**config.mk**
```make
export PLATFORM = sky130hd
export DESIGN_NAME = id_decode_stage
export DESIGN_NICKNAME = d
export VERILOG_FILES = /design/src/rtl/id_decode_stage.sv
export SDC_FILE = /design/constraint.sdc
export NUM_CORES = 1
export LEC_CHECK = 0
export CELL_PAD_IN_SITES_DETAIL_PLACEMENT = 1
export CELL_PAD_IN_SITES_GLOBAL_PLACEMENT = 1
export CORE_MARGIN = 5
export CORE_UTILIZATION = 35
export DETAILED_ROUTE_END_ITERATION = 10
export PLACE_DENSITY_LB_ADDON = 0.2
export SLEW_MARGIN = 20
export SYNTH_ARGS = -nofsm -noshare
export SYNTH_HDL_FRONTEND = slang
export SYNTH_SLANG_ARGS = --single-unit
```
**constraint.sdc**
```tcl
create_clock -name clk -period 2.45 [get_ports clk]
set_clock_uncertainty 0.1 [all_clocks]
set_input_delay 0.245 -clock clk [delete_from_list [all_inputs] [get_ports clk]]
set_output_delay 0.245 -clock clk [all_outputs]
set_load 0.005 [all_outputs]
```
**src/rtl/id_decode_stage.sv**
```systemverilog
// RV32I decode stage: decodes the fetched word into EX control/operand fields,
// stalls RAW/WAW hazards via a busy scoreboard, and holds one result for EX.
module id_decode_stage (
  input  logic        clk,
  input  logic        rst_n,
  input  logic        if_valid,
  input  logic [31:0] if_instr,
  input  logic [31:0] if_pc,
  output logic        id_ready,
  output logic [4:0]  rf_addr1,
  output logic [4:0]  rf_addr2,
  output logic        ex_valid,
  input  logic        ex_ready,
  output logic [31:0] ex_pc,
  output logic [4:0]  ex_rs1,
  output logic [4:0]  ex_rs2,
  output logic [4:0]  ex_rd,
  output logic [31:0] ex_imm,
  output logic [3:0]  ex_alu_op,
  output logic        ex_use_imm,
  output logic        ex_reg_we,
  output logic        ex_mem_rd,
  output logic        ex_mem_wr,
  output logic        ex_branch,
  output logic        ex_jump,
  output logic        ex_illegal,
  input  logic        wb_valid,
  input  logic [4:0]  wb_rd,
  input  logic        flush
);

  localparam logic [6:0] OPC_LUI    = 7'b0110111;
  localparam logic [6:0] OPC_AUIPC  = 7'b0010111;
  localparam logic [6:0] OPC_JAL    = 7'b1101111;
  localparam logic [6:0] OPC_JALR   = 7'b1100111;
  localparam logic [6:0] OPC_BRANCH = 7'b1100011;
  localparam logic [6:0] OPC_LOAD   = 7'b0000011;
  localparam logic [6:0] OPC_STORE  = 7'b0100011;
  localparam logic [6:0] OPC_OPIMM  = 7'b0010011;
  localparam logic [6:0] OPC_OP     = 7'b0110011;

  localparam logic [3:0] ALU_ADD   = 4'd0;
  localparam logic [3:0] ALU_SUB   = 4'd1;
  localparam logic [3:0] ALU_SLL   = 4'd2;
  localparam logic [3:0] ALU_SLT   = 4'd3;
  localparam logic [3:0] ALU_SLTU  = 4'd4;
  localparam logic [3:0] ALU_XOR   = 4'd5;
  localparam logic [3:0] ALU_SRL   = 4'd6;
  localparam logic [3:0] ALU_SRA   = 4'd7;
  localparam logic [3:0] ALU_OR    = 4'd8;
  localparam logic [3:0] ALU_AND   = 4'd9;
  localparam logic [3:0] ALU_PASSB = 4'd10;

  typedef struct packed {
    logic [4:0]  rs1;
    logic [4:0]  rs2;
    logic [4:0]  rd;
    logic [31:0] imm;
    logic [3:0]  alu_op;
    logic        use_imm;
    logic        reg_we;
    logic        mem_rd;
    logic        mem_wr;
    logic        branch;
    logic        jump;
    logic        illegal;
  } dec_t;

  // alt selects SUB for funct3=000 and SRA for funct3=101
  function automatic logic [3:0] f3_alu(input logic [2:0] f3, input logic alt);
    logic [3:0] op;
    case (f3)
      3'b000:  op = alt ? ALU_SUB : ALU_ADD;
      3'b001:  op = ALU_SLL;
      3'b010:  op = ALU_SLT;
      3'b011:  op = ALU_SLTU;
      3'b100:  op = ALU_XOR;
      3'b101:  op = alt ? ALU_SRA : ALU_SRL;
      3'b110:  op = ALU_OR;
      default: op = ALU_AND;
    endcase
    return op;
  endfunction

  logic [6:0]  opc;
  logic [2:0]  f3;
  logic [6:0]  f7;
  logic        f7_ok;
  logic        is_shift;
  logic [31:0] imm_i, imm_s, imm_b, imm_u, imm_j;

  assign opc      = if_instr[6:0];
  assign f3       = if_instr[14:12];
  assign f7       = if_instr[31:25];
  assign f7_ok    = (f7 == 7'b0000000) || (f7 == 7'b0100000);
  assign is_shift = (f3 == 3'b001) || (f3 == 3'b101);

  assign imm_i = {{20{if_instr[31]}}, if_instr[31:20]};
  assign imm_s = {{20{if_instr[31]}}, if_instr[31:25], if_instr[11:7]};
  assign imm_b = {{19{if_instr[31]}}, if_instr[31], if_instr[7], if_instr[30:25],
                  if_instr[11:8], 1'b0};
  assign imm_u = {if_instr[31:12], 12'b0};
  assign imm_j = {{11{if_instr[31]}}, if_instr[31], if_instr[19:12], if_instr[20],
                  if_instr[30:21], 1'b0};

  assign rf_addr1 = if_instr[19:15];
  assign rf_addr2 = if_instr[24:20];

  dec_t dec;
  logic uses_rs1, uses_rs2;

  always_comb begin
    dec      = '0;
    uses_rs1 = 1'b0;
    uses_rs2 = 1'b0;
    dec.rs1  = if_instr[19:15];
    dec.rs2  = if_instr[24:20];
    dec.rd   = if_instr[11:7];
    case (opc)
      OPC_LUI: begin
        dec.imm = imm_u; dec.alu_op = ALU_PASSB; dec.use_imm = 1'b1; dec.reg_we = 1'b1;
      end
      OPC_AUIPC: begin
        dec.imm = imm_u; dec.alu_op = ALU_ADD; dec.use_imm = 1'b1; dec.reg_we = 1'b1;
      end
      OPC_JAL: begin
        dec.imm = imm_j; dec.use_imm = 1'b1; dec.jump = 1'b1; dec.reg_we = 1'b1;
      end
      OPC_JALR: begin
        dec.imm = imm_i; dec.use_imm = 1'b1; dec.jump = 1'b1; dec.reg_we = 1'b1;
        uses_rs1 = 1'b1;
      end
      OPC_BRANCH: begin
        dec.imm = imm_b; dec.alu_op = ALU_SUB; dec.branch = 1'b1;
        uses_rs1 = 1'b1; uses_rs2 = 1'b1;
      end
      OPC_LOAD: begin
        dec.imm = imm_i; dec.alu_op = ALU_ADD; dec.use_imm = 1'b1;
        dec.mem_rd = 1'b1; dec.reg_we = 1'b1; uses_rs1 = 1'b1;
      end
      OPC_STORE: begin
        dec.imm = imm_s; dec.alu_op = ALU_ADD; dec.use_imm = 1'b1; dec.mem_wr = 1'b1;
        uses_rs1 = 1'b1; uses_rs2 = 1'b1;
      end
      OPC_OPIMM: begin
        // shifts carry a zero-extended shamt; funct7 is only meaningful for them
        dec.imm     = is_shift ? {27'b0, if_instr[24:20]} : imm_i;
        dec.alu_op  = f3_alu(f3, (f3 == 3'b101) && if_instr[30]);
        dec.use_imm = 1'b1;
        dec.reg_we  = 1'b1;
        dec.illegal = is_shift && !f7_ok;
        uses_rs1    = 1'b1;
      end
      OPC_OP: begin
        dec.alu_op  = f3_alu(f3, if_instr[30]);
        dec.reg_we  = 1'b1;
        dec.illegal = !f7_ok;
        uses_rs1    = 1'b1;
        uses_rs2    = 1'b1;
      end
      default: dec.illegal = 1'b1;
    endcase
    if (dec.illegal) begin
      dec.alu_op  = ALU_ADD;
      dec.use_imm = 1'b0;
      dec.reg_we  = 1'b0;
      dec.mem_rd  = 1'b0;
      dec.mem_wr  = 1'b0;
      dec.branch  = 1'b0;
      dec.jump    = 1'b0;
      uses_rs1    = 1'b0;
      uses_rs2    = 1'b0;
    end
    if (dec.rd == 5'd0) dec.reg_we = 1'b0;
  end

  logic [31:0] busy_q, busy_d;
  logic        ex_valid_q;
  logic [31:0] ex_pc_q;
  dec_t        ex_q;
  logic        hazard, accept;

  // hazard looks only at registered busy, so a same-cycle writeback still stalls
  assign hazard = (uses_rs1 & busy_q[dec.rs1]) |
                  (uses_rs2 & busy_q[dec.rs2]) |
                  (dec.reg_we & busy_q[dec.rd]);
  assign id_ready = !flush && !hazard && (!ex_valid_q || ex_ready);
  assign accept   = if_valid && id_ready;

  // set after clears so an accept beats a same-cycle writeback to the same rd
  always_comb begin
    busy_d = busy_q;
    if (wb_valid) busy_d[wb_rd] = 1'b0;
    if (flush && ex_valid_q && ex_q.reg_we) busy_d[ex_q.rd] = 1'b0;
    if (accept && dec.reg_we) busy_d[dec.rd] = 1'b1;
    busy_d[0] = 1'b0;
  end

  always_ff @(posedge clk or negedge rst_n) begin
    if (!rst_n) begin
      busy_q     <= '0;
      ex_valid_q <= 1'b0;
      ex_pc_q    <= '0;
      ex_q       <= '0;
    end else begin
      busy_q <= busy_d;
      if (accept) begin
        ex_valid_q <= 1'b1;
        ex_pc_q    <= if_pc;
        ex_q       <= dec;
      end else if (flush || ex_ready) begin
        ex_valid_q <= 1'b0;
      end
    end
  end

  assign ex_valid   = ex_valid_q;
  assign ex_pc      = ex_pc_q;
  assign ex_rs1     = ex_q.rs1;
  assign ex_rs2     = ex_q.rs2;
  assign ex_rd      = ex_q.rd;
  assign ex_imm     = ex_q.imm;
  assign ex_alu_op  = ex_q.alu_op;
  assign ex_use_imm = ex_q.use_imm;
  assign ex_reg_we  = ex_q.reg_we;
  assign ex_mem_rd  = ex_q.mem_rd;
  assign ex_mem_wr  = ex_q.mem_wr;
  assign ex_branch  = ex_q.branch;
  assign ex_jump    = ex_q.jump;
  assign ex_illegal = ex_q.illegal;

endmodule

```
# Word-level counts from Yosys, hierarchy flattened
# Index checks and enable logic that the tools add are counted.
# Widths: inputs -> output; s select.
[totals]
elab_cells = 119
mem_bits_ro = 0
mem_count = 0
latchBits = 0
register_bits = 122
ram_bits = 0
output_inout_bits = 102
input_bits = 75
[op_classes]
n_addsub = 0
n_mul = 0
n_eq_ne = 16
order_cmp = 8
div = 0
bitwise = 10
n_mux = 39
reduce_logical = 31
shift = 0
[op_table]
columns = ["cell", "n"]
rows = [
  ["$pmux 32 s6", 1],
  ["$mux 32", 4],
  ["$and 32x32->32", 2],
  ["$not 32->32", 2],
  ["$pmux 4 s7", 2],
  ["$or 32x32->32", 1],
  ["$lt 5x6->1 const B", 5],
  ["$eq 7x6->1 const B", 4],
  ["$mux 1", 23],
  ["$eq 7x7->1 const B", 3],
  ["$reduce_or 7->1", 3],
  ["$pmux 4 s4", 1],
  ["$bmux 1 s5", 3],
  ["$demux 1 s5", 3],
  ["$ge 5x1->1 const B", 3],
  ["$eq 7x5->1 const B", 2],
  ["$logic_and 1x1->1", 11],
  ["$mux 10", 1],
  ["$eq 3x3->1 const B", 3],
  ["$eq 7x2->1 const B", 1],
  ["$logic_not 7->1", 1],
  ["$eq 3x2->1 const B", 2],
  ["$reduce_or 2->1", 3],
  ["$reduce_or 6->1", 1],
  ["other kinds (10)", 19],
]

# Longest topological paths before layout
# Gate-level depths: netlist (run 1).
[depth]
depth_word = 15
ltp_mapped = 12
depth_no_buf = 7

# Worst setup path before layout (run 1)
# No wires, ideal clock.
[synth_timing]
kind = "input to register"
startpoint = "in if_instr[31]"
endpoint = "reg ex_q (netlist bit ex_alu_op[0])"
setup_ns = 0.125
t_arrival_ns = 2.550
stages = 10
path_buffers = 3
slack_ns = -0.325
required_ns = 2.225
path_cell_list = "or4_1 -> o32ai_2 -> or2_2 -> o211ai_4 -> o41a_1 -> and2_1 -> clkbuf_1 -> buf_6 -> buf_6 -> mux2_4"
[synth_between]
elab_chain_len = 13
elab_cells_between_ends = 19
classes_between = "1 x eq/ne; 5 x mux; 5 x bitwise; 8 x reduce/logical"
[synth_rtl]
columns = ["item", "line_no", "source"]
rows = [
  ["start: declaration", "7", "input logic [31:0] if_instr,"],
  ["$eq 7x6->1 or $logic_not 7->1 (tied branches)", "95", "assign f7_ok = (f7 == 7'b0000000) || (f7 == 7'b0100000);"],
  ["$logic_or 1x1->1 (*)", "95", ""],
  ["$logic_not 1->1 (*)", "151, 157", ""],
  ["$logic_and 1x1->1", "151", "dec.illegal = is_shift && !f7_ok;"],
  ["$pmux 1 s3 (*)", "119", "case (opc)"],
  ["$mux 1 or $mux 10 (tied branches)", "163", "if (dec.illegal) begin"],
  ["$and 1x1->1 (tied with other cells)", "184", "assign hazard = (uses_rs1 & busy_q[dec.rs1]) |"],
  ["$or 1x1->1 or $and 1x1->1 (tied branches)", "184, 186", ""],
  ["$or 1x1->1", "185", "(uses_rs2 & busy_q[dec.rs2]) |"],
  ["$logic_not 1->1", "187", "assign id_ready = !flush && !hazard && (!ex_valid_q || ex_ready);"],
  ["$logic_and 1x1->1 (2 in series)", "187", ""],
  ["$logic_and 1x1->1", "188", "assign accept = if_valid && id_ready;"],
  ["end signal: assignment", "204", "ex_q <= '0;"],
  ["end signal: assignment", "210", "ex_q <= dec;"],
  ["end: declaration", "180", "dec_t ex_q;"],
]
# Every way passes the cells marked *; elsewhere a longest branch is shown, timed or not.
# A chain may end at the register's enable or synchronous reset.

# Worst setup path in the final report (run 1)
[layout_timing]
startpoint = "reg busy_q[15]"
endpoint = "reg ex_q (netlist bit ex_mem_wr)"
[layout_between]
elab_chain_len = 9
elab_cells_between_ends = 15
classes_between = "6 x mux; 5 x bitwise; 4 x reduce/logical"
[layout_rtl]
columns = ["item", "line_no", "source"]
rows = [
  ["start: declaration", "177", "logic [31:0] busy_q, busy_d;"],
  ["start signal: assignment", "206", "busy_q <= busy_d;"],
  ["$bmux 1 s5 (on tied branches)", "184, 185", ""],
  ["$mux 1 (on tied branches)", "184, 185", ""],
  ["$and 1x1->1 (on tied branches)", "184, 185", ""],
  ["$or 1x1->1", "184", ""],
  ["$or 1x1->1 (*)", "185", ""],
  ["$logic_not 1->1 (*)", "187", ""],
  ["$logic_and 1x1->1 (*) (2 in series)", "187", ""],
  ["$logic_and 1x1->1 (*)", "188", ""],
]
# Every way passes the cells marked *; elsewhere a longest branch is shown, timed or not. The select of a mux whose other input is x is not followed.

==> metrics, run 1 <==
status complete, but fails checks; violated checks negative setup slack; Clk Latency, worst-skew pair 0.42 ns; Rel. slew slack 0.4265; horizontal die dimension 148.2 um; pwr dens 589.0 nW/um^2; DRC errors left 0; std cell rows 50; layout cells sized above 1 0.3606; dominant cell type by area after synthesis dfrtp_1; Comb pwr share 0.216; Vias/cell 5.686; instance count of the mapped netlist 559; filler cell count in the final layout 1931; number of sinks on the clock net 122; DP Wirelength 18.85 mm; post-route antenna net violation count 0; starting utilization of the core area 0.3563; io pins 177; proportion of synthesized chip area in sequential cells 0.4565; total number of vias 6124; count of state elements after synthesis 122; number of buffers created by CTS 17; number of distinct library cell variants in the gate-level netlist after synthesis 52; Switching Fraction 0.2723; Die Y-Extent 148.2 um; first-pass GRT wire length 39.10 mm; Worst-path clk slew 0.06 ns; biggest area contributors in the synthesized netlist dfrtp_1 (46%), mux2_2 (9.3%), mux4_2 (6.1%); average routed wire per standard cell 23.98 um; number of enable flip-flop cells after synthesis 0; area delta synth->final 56.17%; DIE AREA 21970 um^2; endpoints failing setup 123; global route total overflow 0; Core Area 18770 um^2; async set-or-reset flop fraction in the synthesized netlist 1.000; Post-Place Worst Slack -1.051 ns; mean instance size in the synthesized netlist 11.96 um^2; Yosys top cell area share 0.4565; slew at the pin closest to its max-slew limit 0.8603 ns; TritonCTS clock tree built; final WL 25.82 mm; element type at the critical path end flop; signal arrival time at the worst endpoint 3.12 ns; iteration-0 DRC count of the detailed router 418; area of the mapped netlist 6688 um^2; input/output buffers 176; most numerous cell types in the synthesized netlist dfrtp_1 (122), mux2_2 (55), o41ai_1 (32), o221ai_1 (31), nand2_1 (27); root buf cell clkbuf_16; reported net switching power 1.675 mW; final antenna diode count 0; Clk network pwr share 0.404; sum of negative setup slack -44.29 ns; portion of total power attributed to sequential cells 0.381; worst setup slack after layout -0.4639 ns; number of failing hold endpoints at the final stage 0; Hold Path Class in2reg; top-count cell post-synth dfrtp_1; Post-Syn Nets 634; Synth warnings 0; portion of the clock cycle consumed by the worst path in the final layout 1.189; Startpoint Class flop; setup repair after global routing missed its margin true; area of the multi-input gates 3598 um^2; final worst path period need 2.914 ns; # Max-Cap Violations 0; placer's final routability congestion estimate 0.9414; number of global-route vias before repair 6674; Clock Tree Buf Depth 2; storage element area 3053 um^2; overall track demand over capacity in global routing 0.2303; most used flip-flop cell after synthesis dfrtp_1; largest voltage drop on the vdd net 0.5081 mV; LEAKAGE 4.662 nW; drt pass-1 iters 5; largest net degree at the start of global routing 64; H-tree depth 4; nets@finish 906; count of final max-slew check failures 0; origin of the critical flop-to-flop path busy_q[15]; Crit Path Max Fanout 24; f_max 0.3432 GHz; cell-internal power 4.477 mW; HP Start if_instr[25]; Worst Setup SP busy_q[15]; antenna violations before repair 0; Worst EP required 2.65 ns; startpoint-to-endpoint class of the critical path reg2reg
==> flip-flops by register name, indices dropped and copies added, names as in the netlist <==
name,flops
ex_use_imm,1
ex_valid,1
ex_rs1,5
ex_alu_op,4
ex_mem_rd,1
ex_rs2,5
ex_jump,1
ex_reg_we,1
ex_branch,1
ex_illegal,1
ex_mem_wr,1
ex_rd,5
ex_imm,32
ex_pc,32
busy_q,31
==> per-layer routing <==
| metal | track usage | up-vias | wire (um) |
|---|---|---|---|
| li1 | - | 2691 | - |
| met1 | 0.2879 | 3129 | 10490 |
| met2 | 0.3898 | 258 | 13190 |
| met3 | 0.05271 | 46 | 1538 |
| met4 | 0.08684 | 0 | 605 |
| met5 | 0 | - | 0 |
==> layout make-up <==
class	count	share of cell area
multi-input combinational	364	0.3446
sequential	122	0.2923
timing repair buffer	304	0.2723
clock buffer	17	0.04073
tap	234	0.02803
clock inverter	14	0.01414
inverter	22	0.007907
==> worst paths after layout <==
check	end	slack, ns	depth (start not counted)
setup / recovery	ex_mem_wr	-0.46	9
hold / removal	ex_imm[5]	0.28	4
setup reg to reg	ex_mem_wr	-0.46	9
hold reg to reg	ex_pc[20]	0.40	1
max in group asynchronous	ex_pc[23]	1.20	3
min in group asynchronous	ex_rs1[3]	0.29	2
==> placed cells by master, fill, tap and decap left out, types with 19 or more instances in the layout <==
master	synthesis	layout
clkdlybuf4s50_1	0	168
dfrtp_1	122	122
buf_4	12	116
mux2_2	55	51
o221ai_1	31	31
mux2_4	23	27
o41ai_2	0	27
nand2_1	27	26
mux2i_1	24	24
inv_1	22	22
clkbuf_16	0	19
==> per-stage QoR <==
| stage | instance area, um^2 | power [mW] | util | std cells | hold slack [ns] |
|---|---|---|---|---|---|
| finish | 10440 | 6.152 | 0.5565 | 1077 | 0.2757 |
| global route | 10440 | 6.397 | 0.5565 | 1077 | 0.2858 |
| CTS | 10220 | 6.171 | 0.5444 | 1071 | 0.2675 |
| detailed placement | 9445 | 3.645 | 0.5033 | 1038 | 0.1909 |
| global placement | 9445 | 3.603 | 0.5033 | 1038 | 0.1841 |
| floorplan | 6704 | 2.805 | - | 559 | -0.1506 |
==> power by group through the flow <==
stage | Sequential (mW) | Combinational [mW] | Clock, mW
floorplan | 2.35 | 0.451 | 0
global placement | 2.36 | 1.24 | 0
detailed placement | 2.38 | 1.27 | 0
CTS | 2.34 | 1.30 | 2.53
global route | 2.37 | 1.41 | 2.62
finish | 2.34 | 1.33 | 2.48
==> cell families after synthesis <==
logic type | share of synthesized area
simple gates | 0.09803
buf+inv | 0.05407
compound gates | 0.1506
mux | 0.2408
flops | 0.4565
==> timing repair <==
action                     CTS  global route
hold buffers                 1             0
gates cloned                 0             3
hold endpoints to repair    40             0
setup endpoints to repair  123           123
resized for setup           38            22
setup buffers                1             3
pin swaps                    5             2
==> critical path, stage by stage (launching register included) <==
cell and delay, ns:
dfrtp_1 0.41, mux4_2 0.48, mux2_4 0.28, a221oi_2 0.24
or4_4 0.19, o41a_1 0.17, buf_4 0.13, and2_4 0.21
buf_12 0.22, mux2_2 0.36
No activity file was read; power rests on OpenSTA's default activity.
==> inputs of run 2 (changes only) <==
==> constraint.sdc (replaced) <==
create_clock -name clk -period 2.45 [get_ports clk]
set_clock_uncertainty 0.1 [all_clocks]
set_input_delay 0.245 -clock clk [delete_from_list [all_inputs] [get_ports clk]]
set_output_delay 0.245 -clock clk [all_outputs]
set_load 0.01 [all_outputs]
==> metrics, run 2 (synthesis results as in run 1) <==
status complete, but fails checks; violated checks negative setup slack; final WL 25.87 mm (+0.17%); Comb pwr share 0.225 (+0.009); root buf cell clkbuf_16; # Max-Cap Violations 0 (unchanged); worst setup slack after layout -0.5109 ns (-0.04700 ns); Clk Latency, worst-skew pair 0.43 ns (about the same); element type at the critical path end flop; startpoint-to-endpoint class of the critical path in2reg; DRC errors left 0 (unchanged); std cell rows 50 (unchanged); cell seen most often among critical-path stages or4_4; Hold Path Class in2reg; highest-count cells in the layout ignoring fill and taps clkdlybuf4s50_1 (170), dfrtp_1 (122), buf_4 (122); f_max 0.3377 GHz (-1.6%); Crit Path Max Fanout 31 (+29%); Core Area 18770 um^2 (unchanged); LEAKAGE 4.569 nW (-2.0%); number of buffers created by CTS 17 (unchanged); DIE AREA 21970 um^2 (unchanged); count of final max-slew check failures 0 (unchanged); fin util 0.5516 (-0.004867); portion of total power attributed to sequential cells 0.381 (about the same); layout cells sized above 1 0.3526 (-0.008023); placed standard-cell area 9498 um^2 (+0.56%); starting utilization of the core area 0.3563 (unchanged); Clk network pwr share 0.394 (-0.010); number of sinks on the clock net 122 (unchanged); largest voltage drop on the vdd net 0.4840 mV (-4.8%); Vias/cell 5.616 (-1.2%); number of global-route vias before repair 6830 (+2.3%); nets@finish 910 (+0.44%); total number of vias 6076 (-0.78%); Switching Fraction 0.2838 (+0.01156); reported net switching power 1.746 mW (+4.2%); signal arrival time at the worst endpoint 3.17 ns (+0.05 ns); number of failing hold endpoints at the final stage 0 (unchanged); final worst path period need 2.961 ns (+0.04700 ns); cell at the slowest stage of the critical path or4_4; Post-Place Worst Slack -1.119 ns (-0.06783 ns); global route total overflow 0 (unchanged); iteration-0 DRC count of the detailed router 316 (-24%); input/output buffers 176 (unchanged); Startpoint Class input pin; overall track demand over capacity in global routing 0.2355 (+0.005186); Pwr Total 6.151 mW (about the same); Die Y-Extent 148.2 um (unchanged); largest net degree at the start of global routing 49 (-23%); drt pass-1 iters 5 (unchanged); setup repair after global routing missed its margin true; Clock Tree Buf Depth 2 (unchanged); pwr dens 594.1 nW/um^2 (+0.87%); Worst EP required 2.66 ns (about the same); CP Cell Sequence clkdlybuf4s50_1, or4_4, o32ai_4, o211ai_1, or4_4, o41a_1, buf_4, nand2_1, buf_12, mux2_2; placer's final routability congestion estimate 0.8895 (-5.5%); slew at the pin closest to its max-slew limit 0.7076 ns (-0.1527 ns); final instance area 10350 um^2 (-0.88%); commonest non-fill, non-tap cell in the layout clkdlybuf4s50_1; portion of the clock cycle consumed by the worst path in the final layout 1.209 (+0.01918); final antenna diode count 0 (unchanged); post-route antenna net violation count 0 (unchanged); cell-internal power 4.405 mW (-1.6%); endpoints failing setup 123 (unchanged); delay contributed by the slowest stage of the critical path 0.50 ns (+0.02 ns); area delta synth->final 54.80%; H-tree depth 4 (unchanged); Worst-path clk slew 0.06 ns (about the same); antenna violations before repair 0 (unchanged); Rel. slew slack 0.5283 (+0.1018); io pins 177 (unchanged); TritonCTS clock tree built; horizontal die dimension 148.2 um (unchanged); average routed wire per standard cell 23.91 um (-0.29%); DP Wirelength 18.99 mm (+0.73%); first-pass GRT wire length 39.90 mm (+2.0%)
[run 2: changes by cell type in the layout (fill, tap and decap cells not counted), moves of 2 or more]
cell,before,now
buf_4,116,122
clkbuf_16,19,17
clkdlybuf4s50_1,168,170
dlygate4sd2_1,6,4
mux2_2,51,54
mux2_4,27,24
o311ai_0,0,2
o311ai_1,2,0
o41ai_1,1,9
o41ai_2,27,20
[run 2: area by class of cell]
cell class | count | area [um^2]
clock inverters | 13 | 120.1
multi-input cells | 364 | 3525
clock buffers | 19 | 442.9
fillers | 1943 | 8416
inverters | 22 | 82.58
repair buffers | 308 | 2836
flip-flops and latches | 122 | 3053
well taps | 234 | 292.8
[run 2: worst paths after layout]
path	cells past startpoint	slack (ns)	to	start
min in group asynchronous	2	0.29	ex_imm[16]	rst_n
worst max register to register	9	-0.51	ex_mem_wr	busy_q[11]
worst min register to register	1	0.41	ex_pc[9]	ex_pc[9]
worst min-delay path	4	0.28	ex_imm[8]	if_instr[28]
max in group asynchronous	3	1.23	ex_rd[3]	rst_n
worst max-delay path	10	-0.51	ex_rs1[1]	if_instr[31]
[run 2: metrics by stage]
step,hold WS (ns),setup TNS [ns],std cells
floorplan,-0.1506,-20.59,559
global placement,0.1940,-120.13,1045
detailed placement,0.2025,-120.30,1045
CTS,0.2743,-49.85,1081
global route,0.2960,-61.90,1082
finish,0.2804,-53.03,1082
[run 2: power by group through the flow]
| stage | clock network, mW | registers (mW) | logic, mW |
|---|---|---|---|
| final | 2.42 | 2.34 | 1.38 |
| after floorplan | 0 | 2.42 | 0.454 |
| after CTS | 2.48 | 2.34 | 1.40 |
| after detailed placement | 0 | 2.37 | 1.35 |
| after global routing | 2.57 | 2.36 | 1.47 |
| after global placement | 0 | 2.36 | 1.33 |
[run 2: critical path, delay by kind of cell]
kind	cells	cell delay, ns
buffers and inverters	3	0.83
AND/OR/NAND/NOR	3	1.10
AO/OA/AOI/OAI	3	0.57
multiplexers	1	0.37
[run 2: per-layer routing]
| metal | up-vias | wire length (um) | GRT usage |
|---|---|---|---|
| li1 | 2696 | - | - |
| met1 | 3061 | 10140 | 0.2805 |
| met2 | 267 | 13350 | 0.4158 |
| met3 | 52 | 1683 | 0.05302 |
| met4 | 0 | 698 | 0.08822 |
| met5 | - | 0 | 0 |
[run 2: timing repair]
action | CTS | global route
endpoints found under the hold margin | 38 | 0
cloned | 0 | 0
hold buffers | 1 | 0
setup buffers | 3 | 1
resized for setup | 43 | 1
pin swaps | 5 | 0
endpoints found under the setup margin | 123 | 123
==> inputs of run 3 (changes only) <==
--- a/config.mk
+++ b/config.mk
@@ -8,9 +8,10 @@
 export CELL_PAD_IN_SITES_DETAIL_PLACEMENT = 1
 export CELL_PAD_IN_SITES_GLOBAL_PLACEMENT = 1
 export CORE_MARGIN = 5
-export CORE_UTILIZATION = 35
+export CORE_UTILIZATION = 39
 export DETAILED_ROUTE_END_ITERATION = 10
 export PLACE_DENSITY_LB_ADDON = 0.2
+export SETUP_SLACK_MARGIN = 0.1
 export SLEW_MARGIN = 20
 export SYNTH_ARGS = -nofsm -noshare
 export SYNTH_HDL_FRONTEND = slang
==> constraint.sdc (replaced) <==
create_clock -name clk -period 3.1 [get_ports clk]
set_clock_uncertainty 0.1 [all_clocks]
set_input_delay 0.31 -clock clk [delete_from_list [all_inputs] [get_ports clk]]
set_output_delay 0.31 -clock clk [all_outputs]
set_load 0.01 [all_outputs]
==> metrics, run 3 (synthesis results as in run 1) <==
commonest non-fill, non-tap cell in the layout clkdlybuf4s50_1; final WL 26.19 mm (+1.3%); largest net degree at the start of global routing 56 (+14%); root buf cell clkbuf_16; DP Wirelength 18.23 mm (-4.0%); Crit Path Max Fanout 15 (-52%); length of routed met2 wiring 13.30 mm (-0.33%); Post-Place Worst Slack -0.5633 ns (+0.5556 ns); count of final max-slew check failures 0 (unchanged); Cells on Worst Hold Path 4 (unchanged); TritonCTS clock tree built; global route total overflow 0 (unchanged); Clk Latency, worst-skew pair 0.43 ns (about the same); met1 WL 9.987 mm (-1.5%); portion of the clock cycle consumed by the worst path in the final layout 0.9763; H-tree depth 4 (unchanged); Core Area 16700 um^2 (-11%); area delta synth->final 50.70%; placer's final routability congestion estimate 0.9102 (+2.3%); std cell rows 47 (-6.0%); Rel. slew slack 0.4692 (-0.05910); origin of the critical flop-to-flop path busy_q[19]; placed standard-cell area 9209 um^2 (-3.0%); cell-internal power 3.640 mW (-17%); final antenna diode count 0 (unchanged); startpoint-to-endpoint class of the critical path in2reg; sink of the worst hold path ex_imm[8]; Buffers & Inverters on Critical Path 4 (+1); first-pass GRT wire length 40.34 mm (+1.1%); top layer in use met4; Clk network pwr share 0.420 (+0.026); Startpoint Class input pin; Die Y-Extent 141.0 um (-4.9%); final worst path period need 3.027 ns; DIE AREA 19870 um^2 (-9.6%); endpoints failing setup 0 (-100%); portion of total power attributed to sequential cells 0.366 (-0.015); f_max 0.3304 GHz; cell family with the largest share of critical-path delay buffers and inverters; starting utilization of the core area 0.4004 (+0.04410); Worst EP required 3.28 ns (+0.62 ns); largest voltage drop on the vdd net 0.3745 mV (-23%); number of failing hold endpoints at the final stage 0 (unchanged); pwr dens 503.0 nW/um^2 (-15%); cell at the slowest stage of the critical path clkdlybuf4s50_1; FF-to-FF setup slack 0.16 ns (+0.67 ns); Worst-path clk slew 0.06 ns (about the same); status completed; DRC errors left 0 (unchanged); reported net switching power 1.430 mW (-18%); Comb pwr share 0.214 (-0.011); worst setup slack after layout 0.07339 ns (+0.5843 ns); sum of negative setup slack 0 ns (+53.03 ns); drt pass-1 iters 6 (+1); nets@finish 872 (-4.2%); Clock Tree Buf Depth 2 (unchanged); cell count of the worst reg-to-reg path 10 (+1); CP Cell Sequence clkdlybuf4s50_1, buf_4, o41ai_1, nand3_1, a2111o_1, and4b_2, nand2_1, buf_12, buf_4, o41ai_1; io pins 177 (unchanged); Switching Fraction 0.2820 (-0.001837); overall track demand over capacity in global routing 0.2620 (+0.02651); LEAKAGE 4.384 nW (-4.1%); antenna violations before repair 0 (unchanged); layout cells sized above 1 0.3210 (-0.03161); total number of vias 6189 (+1.9%); setup repair after global routing missed its margin true; signal arrival time at the worst endpoint 3.21 ns (+0.04 ns); horizontal die dimension 141.0 um (-4.9%); final instance area 10080 um^2 (-2.6%); Hold Path Class in2reg; Detail Route met3 WL 1.901 mm (+13%); delay contributed by the slowest stage of the critical path 0.59 ns (+0.09 ns); highest-count cells in the layout ignoring fill and taps clkdlybuf4s50_1 (167), dfrtp_1 (122), buf_4 (84); Vias/cell 6.009 (+7.0%); slew at the pin closest to its max-slew limit 0.7879 ns (+0.08032 ns); input/output buffers 176 (unchanged); average routed wire per standard cell 25.43 um (+6.4%); number of buffers created by CTS 17 (unchanged); number of global-route vias before repair 6817 (-0.19%); number of sinks on the clock net 122 (unchanged); Crit Reg-Reg Endpoint busy_q[24]; HP Start if_instr[28]; element type at the critical path end flop; post-route antenna net violation count 0 (unchanged); # Max-Cap Violations 0 (unchanged); iteration-0 DRC count of the detailed router 472 (+49%)
==> run 3: how the worst max path moves through the flow <==
stage | end | startpoint | slack (ns) | cells past startpoint
floorplan | ex_alu_op[0] | if_instr[31] | 0.26 | 10
global placement | id_ready | if_instr[17] | -0.55 | 8
detailed placement | id_ready | if_instr[17] | -0.56 | 8
CTS | id_ready | if_instr[28] | 0.0004 | 8
global route | busy_q[27] | if_instr[22] | 0.08 | 11
finish | busy_q[24] | if_instr[6] | 0.07 | 10
==> run 3: cell type report <==
| class | instances | area (um^2) |
|---|---|---|
| fillers | 1724 | 6623 |
| inverters | 22 | 82.58 |
| flip-flops and latches | 122 | 3053 |
| repair buffers | 270 | 2570 |
| clock inverters | 14 | 185.2 |
| clock buffers | 18 | 439.2 |
| well taps | 220 | 275.3 |
| multi-input cells | 364 | 3473 |
==> run 3: routing by layer <==
| layer | global-route usage | up-vias |
|---|---|---|
| met5 | 0 | - |
| met4 | 0.1239 | 0 |
| met3 | 0.05960 | 89 |
| met2 | 0.4506 | 343 |
| met1 | 0.3108 | 3137 |
| li1 | - | 2620 |
==> run 3: tightest hold or removal path: cells and delay by family <==
kind	cells	cell delay [ns]
multiplexers	1	0.06
AND/OR/NAND/NOR	1	0.05
buffers and inverters	2	0.28
==> run 3: stage by stage <==
stage | total power, mW | instances | utilization | hold WS [ns]
floorplan | 2.272 | 559 | - | -0.08559
global placement | 2.884 | 994 | 0.5514 | 0.2245
detailed placement | 2.927 | 994 | 0.5514 | 0.2303
CTS | 5.086 | 1028 | 0.5944 | 0.3051
global route | 5.255 | 1030 | 0.6035 | 0.2340
finish | 5.070 | 1030 | 0.6035 | 0.2116
==> run 3: power by group through the flow <==
stage               clock network, mW  logic (mW)  registers (mW)
floorplan                           0       0.357            1.91
global placement                    0        1.02            1.87
detailed placement                  0        1.05            1.88
CTS                              2.16        1.07            1.85
global route                     2.23        1.15            1.87
finish                           2.13        1.08            1.86
==> run 3: what timing repair did <==
action,in CTS,in global routing
setup endpoints to repair,97,115
hold buffers,1,0
gates resized for setup,21,23
endpoints found under the hold margin,39,0
pin swaps,6,7
buffers inserted,1,2
cloned,0,0
